--- src/rtl/actuator_pkg.sv ---
// rtl/actuator_pkg.sv - state encoding and counter sizing for the hysteresis actuator controller
package actuator_pkg;

  typedef enum logic [1:0] {
    IDLE = 2'd0,
    HEAT = 2'd1,
    COOL = 2'd2,
    DEAD = 2'd3
  } state_t;

  // One counter serves both dwell and dead-time, so size it for the longer of the two.
  function automatic int cnt_width(input int min_dwell, input int dead_time);
    int longest;
    longest = (min_dwell > dead_time) ? min_dwell : dead_time;
    return $clog2(longest + 1);
  endfunction

endpackage

--- src/rtl/actuator_ctrl_hyst_dwell_timer.sv ---
// rtl/actuator_ctrl_hyst_dwell_timer.sv - loadable down-counter that holds at zero
module dwell_timer #(
  parameter int W = 10
) (
  input  logic         clk,
  input  logic         rst_n,
  input  logic         load,
  input  logic [W-1:0] load_value,
  output logic [W-1:0] value,
  output logic         zero
);

  always_ff @(posedge clk or negedge rst_n) begin
    if (!rst_n) begin
      value <= '0;
    end else if (load) begin
      value <= load_value;
    end else if (value != '0) begin
      value <= value - 1'b1;
    end
  end

  assign zero = (value == '0);

endmodule

--- src/rtl/actuator_ctrl_hyst.sv ---
// rtl/actuator_ctrl_hyst.sv - heater/fan hysteresis controller with dwell and dead-time interlock
// Optional over-temperature trip: ACT_FAULT_EN
module actuator_ctrl_hyst #(
  parameter int                TEMP_W     = 8,
  parameter int                HYST       = 2,
  parameter int                MIN_DWELL  = 1000,
  parameter int                DEAD_TIME  = 100,
  parameter logic [TEMP_W-1:0] TRIP_LIMIT = TEMP_W'(90)
) (
  input  logic              clk,
  input  logic              rst_n,
  input  logic              en,
  input  logic              temp_valid,
  input  logic [TEMP_W-1:0] temp,
  input  logic [TEMP_W-1:0] setpoint,
  output logic              heater,
  output logic              fan,
  output logic [1:0]        state_o,
  output logic              fault,
  input  logic              fault_clr
);
  import actuator_pkg::*;

  localparam int            CW        = cnt_width(MIN_DWELL, DEAD_TIME);
  localparam logic [CW-1:0] DWELL_CNT = CW'(MIN_DWELL - 1);
  localparam logic [CW-1:0] DEAD_CNT  = CW'(DEAD_TIME - 1);
  localparam logic [TEMP_W:0] HYST_X  = (TEMP_W + 1)'(HYST);

  state_t          state, next_state;
  logic            load;
  logic [CW-1:0]   load_value;
  logic [CW-1:0]   cnt_value;
  logic            cnt_zero;
  logic [TEMP_W:0] temp_x, sp_x;
  logic            heat_on, heat_off, cool_on, cool_off;

  // One extra bit so temp+HYST and setpoint+HYST cannot wrap.
  assign temp_x   = {1'b0, temp};
  assign sp_x     = {1'b0, setpoint};
  assign heat_on  = (temp_x + HYST_X) < sp_x;
  assign heat_off = temp_x >= sp_x;
  assign cool_on  = temp_x > (sp_x + HYST_X);
  assign cool_off = temp_x <= sp_x;

`ifdef ACT_FAULT_EN
  logic fault_q, fault_next;
  logic trip, clr_ok;
  assign trip   = temp_valid && (temp >= TRIP_LIMIT);
  assign clr_ok = fault_q && fault_clr && (temp < TRIP_LIMIT);
`endif

  always_comb begin
    next_state = state;
    load       = 1'b0;
    load_value = DWELL_CNT;
`ifdef ACT_FAULT_EN
    fault_next = fault_q;
`endif
    if (!en) begin
      next_state = DEAD;
    end else begin
      case (state)
        IDLE: if (temp_valid) begin
          if (heat_on)      next_state = HEAT;
          else if (cool_on) next_state = COOL;
        end
        HEAT: if (cnt_zero && temp_valid && heat_off) next_state = DEAD;
        COOL: if (cnt_zero && temp_valid && cool_off) next_state = DEAD;
        DEAD: if (cnt_zero) next_state = IDLE;
        default: next_state = IDLE;
      endcase
    end
`ifdef ACT_FAULT_EN
    // A trip overrides enable, dwell and dead-time; clearing drops into dead-time.
    if (clr_ok) begin
      fault_next = 1'b0;
      next_state = DEAD;
    end else if (trip || fault_q) begin
      fault_next = 1'b1;
      next_state = COOL;
    end
`endif
    if (next_state != state) begin
      if (next_state == HEAT || next_state == COOL) begin
        load       = 1'b1;
        load_value = DWELL_CNT;
      end else if (next_state == DEAD) begin
        load       = 1'b1;
        load_value = DEAD_CNT;
      end
    end
  end

  always_ff @(posedge clk or negedge rst_n) begin
    if (!rst_n) begin
      state  <= IDLE;
      heater <= 1'b0;
      fan    <= 1'b0;
    end else begin
      state  <= next_state;
      heater <= (next_state == HEAT);
      fan    <= (next_state == COOL);
    end
  end

`ifdef ACT_FAULT_EN
  always_ff @(posedge clk or negedge rst_n) begin
    if (!rst_n) fault_q <= 1'b0;
    else        fault_q <= fault_next;
  end
  assign fault = fault_q;
`else
  logic unused_fault;
  assign unused_fault = &{1'b0, fault_clr, TRIP_LIMIT};
  assign fault        = 1'b0;
`endif

  assign state_o = state;

  dwell_timer #(.W(CW)) u_timer (
    .clk        (clk),
    .rst_n      (rst_n),
    .load       (load),
    .load_value (load_value),
    .value      (cnt_value),
    .zero       (cnt_zero)
  );

endmodule

--- config.mk ---
export PLATFORM = sky130hd
export DESIGN_NAME = actuator_ctrl_hyst
export DESIGN_NICKNAME = d
export VERILOG_FILES = /design/src/rtl/actuator_pkg.sv /design/src/rtl/actuator_ctrl_hyst_dwell_timer.sv /design/src/rtl/actuator_ctrl_hyst.sv
export SDC_FILE = /design/constraint.sdc
export NUM_CORES = 1
export LEC_CHECK = 0
export BUFFER_PORTS_ARGS = -buffer_cell sky130_fd_sc_hd__buf_2
export CAP_MARGIN = 0
export CELL_PAD_IN_SITES_DETAIL_PLACEMENT = 0
export CELL_PAD_IN_SITES_GLOBAL_PLACEMENT = 1
export CORE_ASPECT_RATIO = 2
export CORE_UTILIZATION = 38
export CTS_CLUSTER_SIZE = 12
export DETAILED_ROUTE_END_ITERATION = 8
export GPL_TIMING_DRIVEN = 0
export PLACE_DENSITY = 0.75
export REMOVE_ABC_BUFFERS = 1
export SETUP_SLACK_MARGIN = 0.4
export SLEW_MARGIN = 40
export SYNTH_ARGS = -nofsm -noshare
export SYNTH_HDL_FRONTEND = slang
export SYNTH_SLANG_ARGS = --single-unit
--- constraint.sdc ---
create_clock -name clk -period 2.2 [get_ports clk]
set_input_delay 0.44 -clock clk [delete_from_list [all_inputs] [get_ports clk]]
set_output_delay 0.44 -clock clk [all_outputs]
set_load 0.1 [all_outputs]
* After elaboration in Yosys (flattened, before gate mapping)
Cells that the tools add are included.
Widths: inputs -> output; s select.
** Word-level totals
- Flip-flop bits (word level) :: 14
- Input port bits :: 21
- Output and inout port bits :: 5
- Word-level logic and storage cells :: 42
** Cells by class
- Add/subtract/negate cells :: 3
- $lt $le $gt $ge :: 4
- Eq/ne operators :: 7
- Multiplexer cells :: 16
- Reductions and logical operators :: 8
** Operators by type and width (number)
- $mux 10 :: 5
- $add 8x2->9 const B :: 2
- $mux 2 :: 7
- $logic_not 10->1 :: 1
- $reduce_bool 10->1 :: 1
- $sub 10x1->10 const B :: 1
- $gt 8x9->1 :: 1
- $lt 9x8->1 :: 1
- $eq 2x2->1 const B :: 4
- $ge 8x8->1 :: 1
- $le 8x8->1 :: 1
- $pmux 2 s4 :: 1
- $eq 2x1->1 const B :: 2
- $logic_and 1x1->1 :: 3
- $mux 1 :: 3
- $logic_not 2->1 :: 1
- $ne 2x2->1 :: 1
- $reduce_bool 2->1 :: 1
- $logic_or 1x1->1 :: 1

* Longest topological paths before layout
Gate-level depths: netlist of the first run.
- Depth in word-level cells :: 12
- Depth in mapped cells :: 13
- Depth with buffers taken out :: 13

* By module
From an unflattened synthesis of the first run, not the netlist that was laid out.
** Second synthesis, totals
- Cells, all modules :: 194
- Area, all modules :: 1562.7 um^2
** By module, submodules not included
- actuator_ctrl_hyst :: instances 1, cells an instance 127, area each 968.4 um^2, sequential area each 100.1 um^2
- dwell_timer :: instances 1, cells an instance 67, area each 594.3 um^2, sequential area each 250.2 um^2

* Worst setup path after synthesis of the first run
No wires, ideal clock.
- Path type :: input-to-reg
- Start point :: in setpoint[4]
- End point :: reg u_timer.value[2]
- Setup time :: 0.087 ns
- Arrival :: 2.740 ns
- Required time :: 2.113 ns
- Setup slack :: -0.627 ns
- Stages :: 13
- Path buffers :: 0
- Cell sequence :: inv_1 > nor3_1 > nand3_1 > xnor2_1 > ha_1 > a22o_1 > nor4_1 > o221ai_1 > and3_1 > a31oi_4 > inv_2 > o31a_1 > a22oi_1
** On the way
- Cells in the longest elaborated chain, start to end :: 12
- Elaborated cells on any way between the ends :: 27
- Those cells by class :: add/sub: 1; order compare: 4; eq/ne: 4; mux: 14; reduce/logical: 4
** Ends and longest elaborated chain
- start: declaration :: RTL line actuator_ctrl_hyst.sv:15 : input logic [TEMP_W-1:0] setpoint,
- $add 8x2->9 :: RTL line actuator_ctrl_hyst.sv:42 : assign cool_on = temp_x > (sp_x + HYST_X);
- $gt 8x9->1 :: RTL line actuator_ctrl_hyst.sv:42
- $mux 2 :: RTL line actuator_ctrl_hyst.sv:65 : else if (cool_on) next_state = COOL;
- $mux 2 :: RTL line actuator_ctrl_hyst.sv:64 : if (heat_on) next_state = HEAT;
- $mux 2 :: RTL line actuator_ctrl_hyst.sv:63 : IDLE: if (temp_valid) begin
- $pmux 2 s4 (*) :: RTL line actuator_ctrl_hyst.sv:62 : case (state)
- $mux 2 (*) :: RTL line actuator_ctrl_hyst.sv:59 : if (!en) begin
- net next_state[1] :: RTL line actuator_ctrl_hyst.sv:29 : state_t state, next_state;
- $eq 2x2->1 (tied with other cells) :: RTL line actuator_ctrl_hyst.sv:87 : end else if (next_state == DEAD) begin
- $mux 10 (tied with other cells) :: RTL line actuator_ctrl_hyst.sv:87
- $mux 10 / $mux 1 (equally long branches) :: RTL line actuator_ctrl_hyst.sv:84 : if (next_state == HEAT || next_state == COOL) begin
- $mux 10 / $mux 1 (equally long branches) :: RTL line actuator_ctrl_hyst.sv:83 : if (next_state != state) begin
- $mux 10 / $reduce_bool 2->1 (equally long branches)
- end signal: assignment :: RTL line actuator_ctrl_hyst_dwell_timer.sv:17 : value <= load_value;
- end signal: assignment :: RTL line actuator_ctrl_hyst_dwell_timer.sv:19 : value <= value - 1'b1;
- end: declaration :: RTL line actuator_ctrl_hyst_dwell_timer.sv:9 : output logic [W-1:0] value,
Mark *: on every way through the listed nets, which the timed path passes. The rest lies on a longest branch.
A chain may end at the register's enable or synchronous reset.

* Worst setup path after layout of the first run
- Start point :: in setpoint[4]
- End point :: reg u_timer.value[7]
The elaborated chain is that of the path after synthesis.

==> out/qor.csv, run 1 <==
metric,value,unit
crit_chain,buf_8 -> inv_8 -> nor3_4 -> nand3_2 -> xnor2_2 -> ha_1 -> a22o_1 -> nor4_2 -> o221ai_1 -> and3_4 -> a31oi_4 -> inv_2 -> o31a_1 -> a22oi_1,
critPathBufInv,3,
cp.required,2.35,ns
worstSkewPairLatency,0.24,ns
synth_ff_type,dfrtp_1,
synth_cell_type_count,45,
synth-edff-count,0,
fmaxAchievable,360,MHz
dieHeight,92.9,µm
antenna_cells,0,
drtPass1Iterations,4,
grt_max_degree,15,
drv_cap,0,
routabilityCongestion,0.983,
hold_viol,0,
syn-cell-area,0.00157,mm²
clock-skew-final,0.00371,ns
io_buffers,23,
nets,268,
power_density,623,mW/mm²
fin_crit_sh,126,%
crit_arrival,2.93,ns
grt_overflow_total,0,
h-tree-depth,1,
outcome,"finished, violations left",
violations,setup timing,
n_fill_cell,370,
drive_above_1_share,31.8,%
finalSetupTns,-6.35,ns
worst_slack,-0.579,ns
grt_pass1_vias,1645,
synth_area_leader_cell,dfrtp_1,
finalSetupViolCount,13,
ant_nets,0,
dpl_worst_slack,-1.32,ns
vias_per_cell,5.66,
ctsHoldBuffers,0,
cts_tree,yes,
ir_drop,482,µV
crit_start,setpoint[4],
startpoint_type,input port,
min_period,2.78,ns
crit_slowest_cell,o31a_1,
hold_slack,0.0853,ns
synth_cells,184,
dr.first_iter.drc_count,27,
maxSlewViolCount,0,
root_buffer,clkbuf_8,
start_util,40.4,%
cts_buffers,3,
antenna_found_initial,0,
drc_errors,0,
die_x,47.5,µm
synth_area_per_cell,8.53,µm²
dp_hpwl,3.49,mm
fin_area,0.00207,mm²
ys_seq_area_share,22.3,%
routed_wl,4.55,mm
core_area,0.00388,mm²
synthTopCellsByArea,"dfrtp_1, ha_1, xnor2_1",
rows,32,
path_clk_slew,0.05,ns
vias,1533,
end_kind,flip-flop,
grt_pass1_wl,7.25,mm
p_leak,0.937,nW
synthArstFlopShare,100,%
synth_most_common_cell,ha_1,
critPathMaxStageDelay,0.34,ns
area_growth,31.7,%
clock-sinks,14,
io_pins,26,
ys_warn_count,0,
post_dp_cell_area,0.00172,mm²
synth.top_cell.area_share,22.3,%
crit_family,compound AO/OA/AOI/OAI gates,
rsz0062_at_grt,yes,
routedWlPerCell,16.8,µm
cts_buffer_depth,2,
track_usage,22.6,%
cp_max_fo,4,
die_area,0.00441,mm²
yosys_register_bits,14,
worstReg2RegStart,u_timer.value[0],
synthTopCellsByCount,"ha_1, nand2_1, inv_1",
min_path_type,in -> async,
critPathKind,in -> reg,
-- cells in the final DEF (no fill, tap or decap), types with 4 or more instances in the layout --
cell	n
xnor2_1	11
nand2_1	16
ha_1	23
nand3_1	5
buf_2	15
dfrtp_1	14
inv_1	13
a21oi_1	6
o221ai_1	4
buf_6	5
buf_4	16
xor2_1	7
nor2_1	7
-- worst reg2reg max path, delay by kind of cell (launching register included) --
| kind | cells | cell delay (ns) |
|---|---|---|
| AOI/OAI and AO/OA | 5 | 1.10 |
| and+or+nand+nor | 2 | 0.73 |
| buffers and inverters | 2 | 0.16 |
| adders and majority gates | 1 | 0.23 |
| DFF | 1 | 0.38 |
-- per-stage QoR --
step | power [mW] | cells | util [%]
finish | 1.29 | 271 | 53.3
global placement | 0.985 | 253 | 44.2
CTS | 1.25 | 266 | 49.8
global route | 1.38 | 271 | 53.3
detailed placement | 1.01 | 253 | 44.2
floorplan | 0.858 | 179 | -
-- routing by layer --
metal / vias to the layer above / track usage [%] / share of wire, %
met3: 23 / 1.75 / 1.8
met4: 0 / 12.1 / 6.1
met2: 40 / 43.3 / 60
met1: 732 / 20.7 / 32
li1: 738 / - / -
met5: - / 0 / 0
-- state kept, by name (all words and copies together), names as in the netlist --
signal and count:
state_o 2, fan 1, heater 1, u_timer.value 10
-- layout make-up --
| cell class | instances | area [µm²] | share of cell area (%) |
|---|---|---|---|
| Timing Repair Buffer | 38 | 282 | 13.6 |
| Sequential cell | 14 | 350 | 16.9 |
| Clock buffer | 3 | 41.3 | 2.00 |
| Inverter | 17 | 78.8 | 3.81 |
| Multi-Input combinational cell | 148 | 1250 | 60.6 |
| Tap cell | 51 | 63.8 | 3.09 |
-- cell families (layout without fill, tap and decap cells) --
group           after synthesis  after routing  share of synthesized area [%]
compound gates               42             42                           20.2
xor+xnor                     19             19                           10.6
fa+ha+maj                    25             25                           19.9
buf+inv                      22             58                           6.14
flops                        14             14                           22.3
other cells                   1              1                          0.239
simple gates                 61             61                           20.6
-- final timing paths --
check,endpoint,slack [ns],depth (start not counted)
max in group asynchronous,heater,1.87,1
worst min-delay path,u_timer.value[6],0.09,1
worst max register to register,u_timer.value[7],-0.49,10
worst min register to register,u_timer.value[1],0.56,2
worst max-delay path,u_timer.value[7],-0.58,14
min in group clk,state_o[0],0.45,2
-- power by group --
| group | switching, mW | internal, mW | leakage [nW] | total (mW) |
|---|---|---|---|---|
| Sequential | 0.115 | 0.355 | 0.164 | 0.470 |
| Combinational | 0.311 | 0.307 | 0.751 | 0.618 |
| Clock | 0.0805 | 0.121 | 0.0216 | 0.201 |
| Total | 0.507 | 0.782 | 0.937 | 1.29 |
-- repair_timing --
item                       in CTS  in global routing
cloned                          0                  0
resized for setup              32                 24
setup endpoints to repair      14                 15
buffers inserted               10                  5
pin swaps                      17                 20
Power figures use the tool's default switching activity.
==> run 2, diff against run 1 <==
SKIP_CTS_REPAIR_TIMING = 1   (was unset)
==> out/qor.csv, run 2 (synthesis gave the netlist of run 1 again) <==
metric,value,unit
start_util,40.4,%
die_x,47.5,µm
clock-sinks,14,
cts_buffer_depth,2,
grt_pass1_wl,6.91,mm
rows,32,
clock-skew-final,0.00107,ns
routed_wl,4.57,mm
drive_above_1_share,33.0,%
fin_cells,272,
antenna_cells,0,
critPathKind,in -> reg,
nets,269,
p_leak,0.954,nW
dieHeight,92.9,µm
grt_max_degree,15,
layout_common_cells,"ha_1, nand2_1, buf_2, buf_4, dfrtp_1",
vias,1555,
min_path_type,in -> async,
power_density,611,mW/mm²
io_buffers,23,
path_clk_slew,0.05,ns
slew_headroom,64.8,%
cp_max_fo,4,
dr.first_iter.drc_count,15,
reg2reg_depth,10,
fin_util,54.6,%
worstSkewPairLatency,0.24,ns
grt_pass1_vias,1553,
routedWlPerCell,16.8,µm
startpoint_type,input port,
rrSetupSlack,-0.55,ns
violations,setup timing,
worstReg2RegStart,u_timer.value[0],
antenna_found_initial,0,
power,1.29,mW
post-place-cells,253,
core_area,0.00388,mm²
grt_overflow_total,0,
end_kind,flip-flop,
worstMarginPinSlew,0.528,ns
outcome,"finished, violations left",
min_period,2.98,ns
fin_crit_sh,135,%
root_buffer,clkbuf_8,
crit_arrival,3.13,ns
largest_register_ffs,10,
finalSetupViolCount,13,
final_common_cell,ha_1,
io_pins,26,
die_area,0.00441,mm²
cts_buffers,3,
drc_errors,0,
h-tree-depth,1,
r2r-end,u_timer.value[9],
fmaxAchievable,336,MHz
hold_viol,0,
vias_per_cell,5.72,
routabilityCongestion,0.983,
dp_hpwl,3.49,mm
drtPass1Iterations,4,
rsz0062_at_grt,yes,
regMostFlops,u_timer.value,
ant_nets,0,
track_usage,21.2,%
drv_cap,0,
cp.required,2.36,ns
worst_slack,-0.777,ns
area_growth,35.0,%
cts_tree,yes,
maxSlewViolCount,0,
ir_drop,461,µV
[run 2: stage by stage]
step | hold WS (ns) | cell area [µm²] | setup slack, ns | TNS [ns]
final | 0.0841 | 2120 | -0.777 | -7.95
after global routing | 0.0989 | 2120 | -0.851 | -8.92
after CTS | 0.0950 | 1760 | -1.08 | -12.22
after detailed placement | 0.350 | 1720 | -1.32 | -15.52
after global placement | 0.341 | 1720 | -1.32 | -15.65
after floorplan | 0.144 | 1540 | -0.629 | -6.55
[run 2: worst max path at each step]
stage	start	endpoint	slack, ns	cells past startpoint
floorplan	setpoint[4]	u_timer.value[2]	-0.63	13
global placement	setpoint[4]	u_timer.value[2]	-1.32	13
detailed placement	setpoint[4]	u_timer.value[1]	-1.32	13
CTS	setpoint[4]	u_timer.value[1]	-1.08	13
global route	setpoint[3]	u_timer.value[9]	-0.85	14
finish	setpoint[3]	u_timer.value[9]	-0.78	14
[run 2: worst max-delay path, cell delays in order]
cell and delay [ns]:
buf_8 0.09, inv_8 0.03, nor3_4 0.19, nand3_2 0.11, xnor2_2 0.15, ha_1 0.33, a22o_1 0.22, nor4_2 0.33
o221ai_1 0.21, and3_4 0.24, a31oi_4 0.18, inv_2 0.07, o31a_1 0.37, a22oi_1 0.18
[run 2: where the power goes]
| group | internal [mW] | switching, mW | total (mW) |
|---|---|---|---|
| Clock | 0.121 | 0.0839 | 0.205 |
| Sequential | 0.355 | 0.116 | 0.471 |
| Combinational | 0.309 | 0.310 | 0.619 |
[run 2: per-layer routing]
| layer | track usage, % | routed length (µm) |
|---|---|---|
| met5 | 0 | 0 |
| met4 | 9.76 | 229 |
| met3 | 1.36 | 79 |
| met2 | 40.8 | 2690 |
| met1 | 20.3 | 1560 |
[run 2: layout make-up]
class,instances,area [µm²]
clock buffers,3,41.3
fillers,359,1760
inverters,17,76.3
multi-input cells,148,1260
flip-flops and latches,14,350
well taps,51,63.8
repair buffers,39,324
==> run 3, diff against run 2 <==
SKIP_CTS_REPAIR_TIMING = unset   (was 1)
clock period = 2.7 ns   (was 2.2 ns; I/O delays follow)
==> out/qor.csv, run 3 (synthesis gave the netlist of run 1 again) <==
metric,value,unit
clock-sinks,14,
dr.first_iter.drc_count,21,
dp_hpwl,3.49,mm
antenna_cells,0,
regMostFlops,u_timer.value,
vias_per_cell,5.65,
die_area,0.00441,mm²
maxSlewViolCount,0,
violations,setup timing,
cp.required,2.85,ns
drc_errors,0,
finalSetupViolCount,12,
cts_buffer_depth,2,
path_clk_slew,0.05,ns
multi_input_area,0.00125,mm²
worstMarginPinSlew,0.571,ns
root_buffer,clkbuf_8,
power_density,507,mW/mm²
grt_overflow_total,0,
grt_pass1_wl,7.20,mm
end_kind,flip-flop,
grt_max_degree,15,
core_area,0.00388,mm²
drive_above_1_share,32.4,%
rsz0062_at_grt,yes,
n_fill_cell,369,
min_period,2.88,ns
rows,32,
routed_wl,4.55,mm
vias,1543,
grt_pass1_vias,1639,
fin_crit_sh,107,%
finalSetupTns,-1.20,ns
die_x,47.5,µm
dieHeight,92.9,µm
post_dp_cell_area,0.00172,mm²
critPathKind,in -> reg,
regArea,350,µm²
area_growth,32.4,%
p_leak,0.945,nW
ir_drop,358,µV
routedWlPerCell,16.7,µm
outcome,"finished, violations left",
worst_slack,-0.177,ns
fmaxAchievable,348,MHz
largest_register_ffs,10,
io_buffers,23,
final_common_cell,ha_1,
antenna_found_initial,0,
nets,270,
drtPass1Iterations,4,
drv_cap,0,
ant_nets,0,
cts_tree,yes,
layout_common_cells,"ha_1, buf_4, nand2_1, buf_2, dfrtp_1",
worstSkewPairLatency,0.24,ns
crit_arrival,3.03,ns
cp_max_fo,4,
slew_headroom,61.5,%
track_usage,22.3,%
startpoint_type,input port,
start_util,40.4,%
min_path_type,in -> async,
routabilityCongestion,0.983,
cts_buffers,3,
io_pins,26,
h-tree-depth,1,
clock-skew-final,0.00351,ns
hold_viol,0,
fin_area,0.00208,mm²
run 3: layout make-up:
| class | instances | area share [%] |
|---|---|---|
| Clock buffer | 3 | 1.99 |
| Inverter | 17 | 3.79 |
| Multi-Input combinational cell | 148 | 60.3 |
| Sequential cell | 14 | 16.8 |
| Tap cell | 51 | 3.07 |
| Timing Repair Buffer | 40 | 14.0 |
run 3: metrics by stage:
step / setup WS, ns / hold WS (ns) / power, mW / utilization [%] / cells
finish: -0.177 / 0.183 / 1.05 / 53.5 / 273
global route: -0.277 / 0.199 / 1.13 / 53.5 / 273
CTS: -0.294 / 0.195 / 1.01 / 48.7 / 266
detailed placement: -0.920 / 0.450 / 0.827 / 44.2 / 253
global placement: -0.924 / 0.441 / 0.802 / 44.2 / 253
floorplan: -0.229 / 0.244 / 0.699 / - / 179
run 3: path summary, 6_finish.rpt:
path	depth (start not counted)	start	endpoint	slack, ns
worst max-delay path	14	setpoint[4]	u_timer.value[7]	-0.18
worst min-delay path	1	rst_n	u_timer.value[0]	0.18
worst max register to register	10	u_timer.value[0]	u_timer.value[7]	0.03
min in group clk	2	en	state_o[0]	0.56
worst min register to register	2	u_timer.value[1]	u_timer.value[1]	0.56
max in group asynchronous	1	rst_n	heater	2.28
run 3: metal layers:
| metal | track usage (%) | up-vias | wire (µm) | part of all wire, % |
|---|---|---|---|---|
| li1 | - | 743 | - | - |
| met1 | 20.1 | 745 | 1480 | 33 |
| met2 | 42.6 | 37 | 2760 | 61 |
| met3 | 2.34 | 18 | 87 | 1.9 |
| met4 | 12.4 | 0 | 219 | 4.8 |
| met5 | 0 | - | 0 | 0 |
run 3: power by group:
| group | switching, mW | internal [mW] |
|---|---|---|
| registers | 0.0935 | 0.289 |
| clock network | 0.0669 | 0.0984 |
| logic | 0.254 | 0.252 |
run 3: worst max-delay path, stage by stage:
cell and delay (ns):
buf_8 0.09, inv_8 0.03, nor3_4 0.20, nand3_2 0.11, xnor2_2 0.14, ha_1 0.29, a22o_1 0.19, nor4_2 0.21
o221ai_1 0.21, and3_4 0.23, a31oi_4 0.22, inv_2 0.07, o31a_1 0.34, a22oi_1 0.16
run 3: repair_timing:
| item | 4_1_cts | 5_1_grt |
|---|---|---|
| setup endpoints to repair | 14 | 14 |
| pin swaps | 14 | 20 |
| gates resized for setup | 19 | 38 |
| cloned | 0 | 0 |
| hold buffers | 0 | 0 |
| buffers inserted | 10 | 7 |
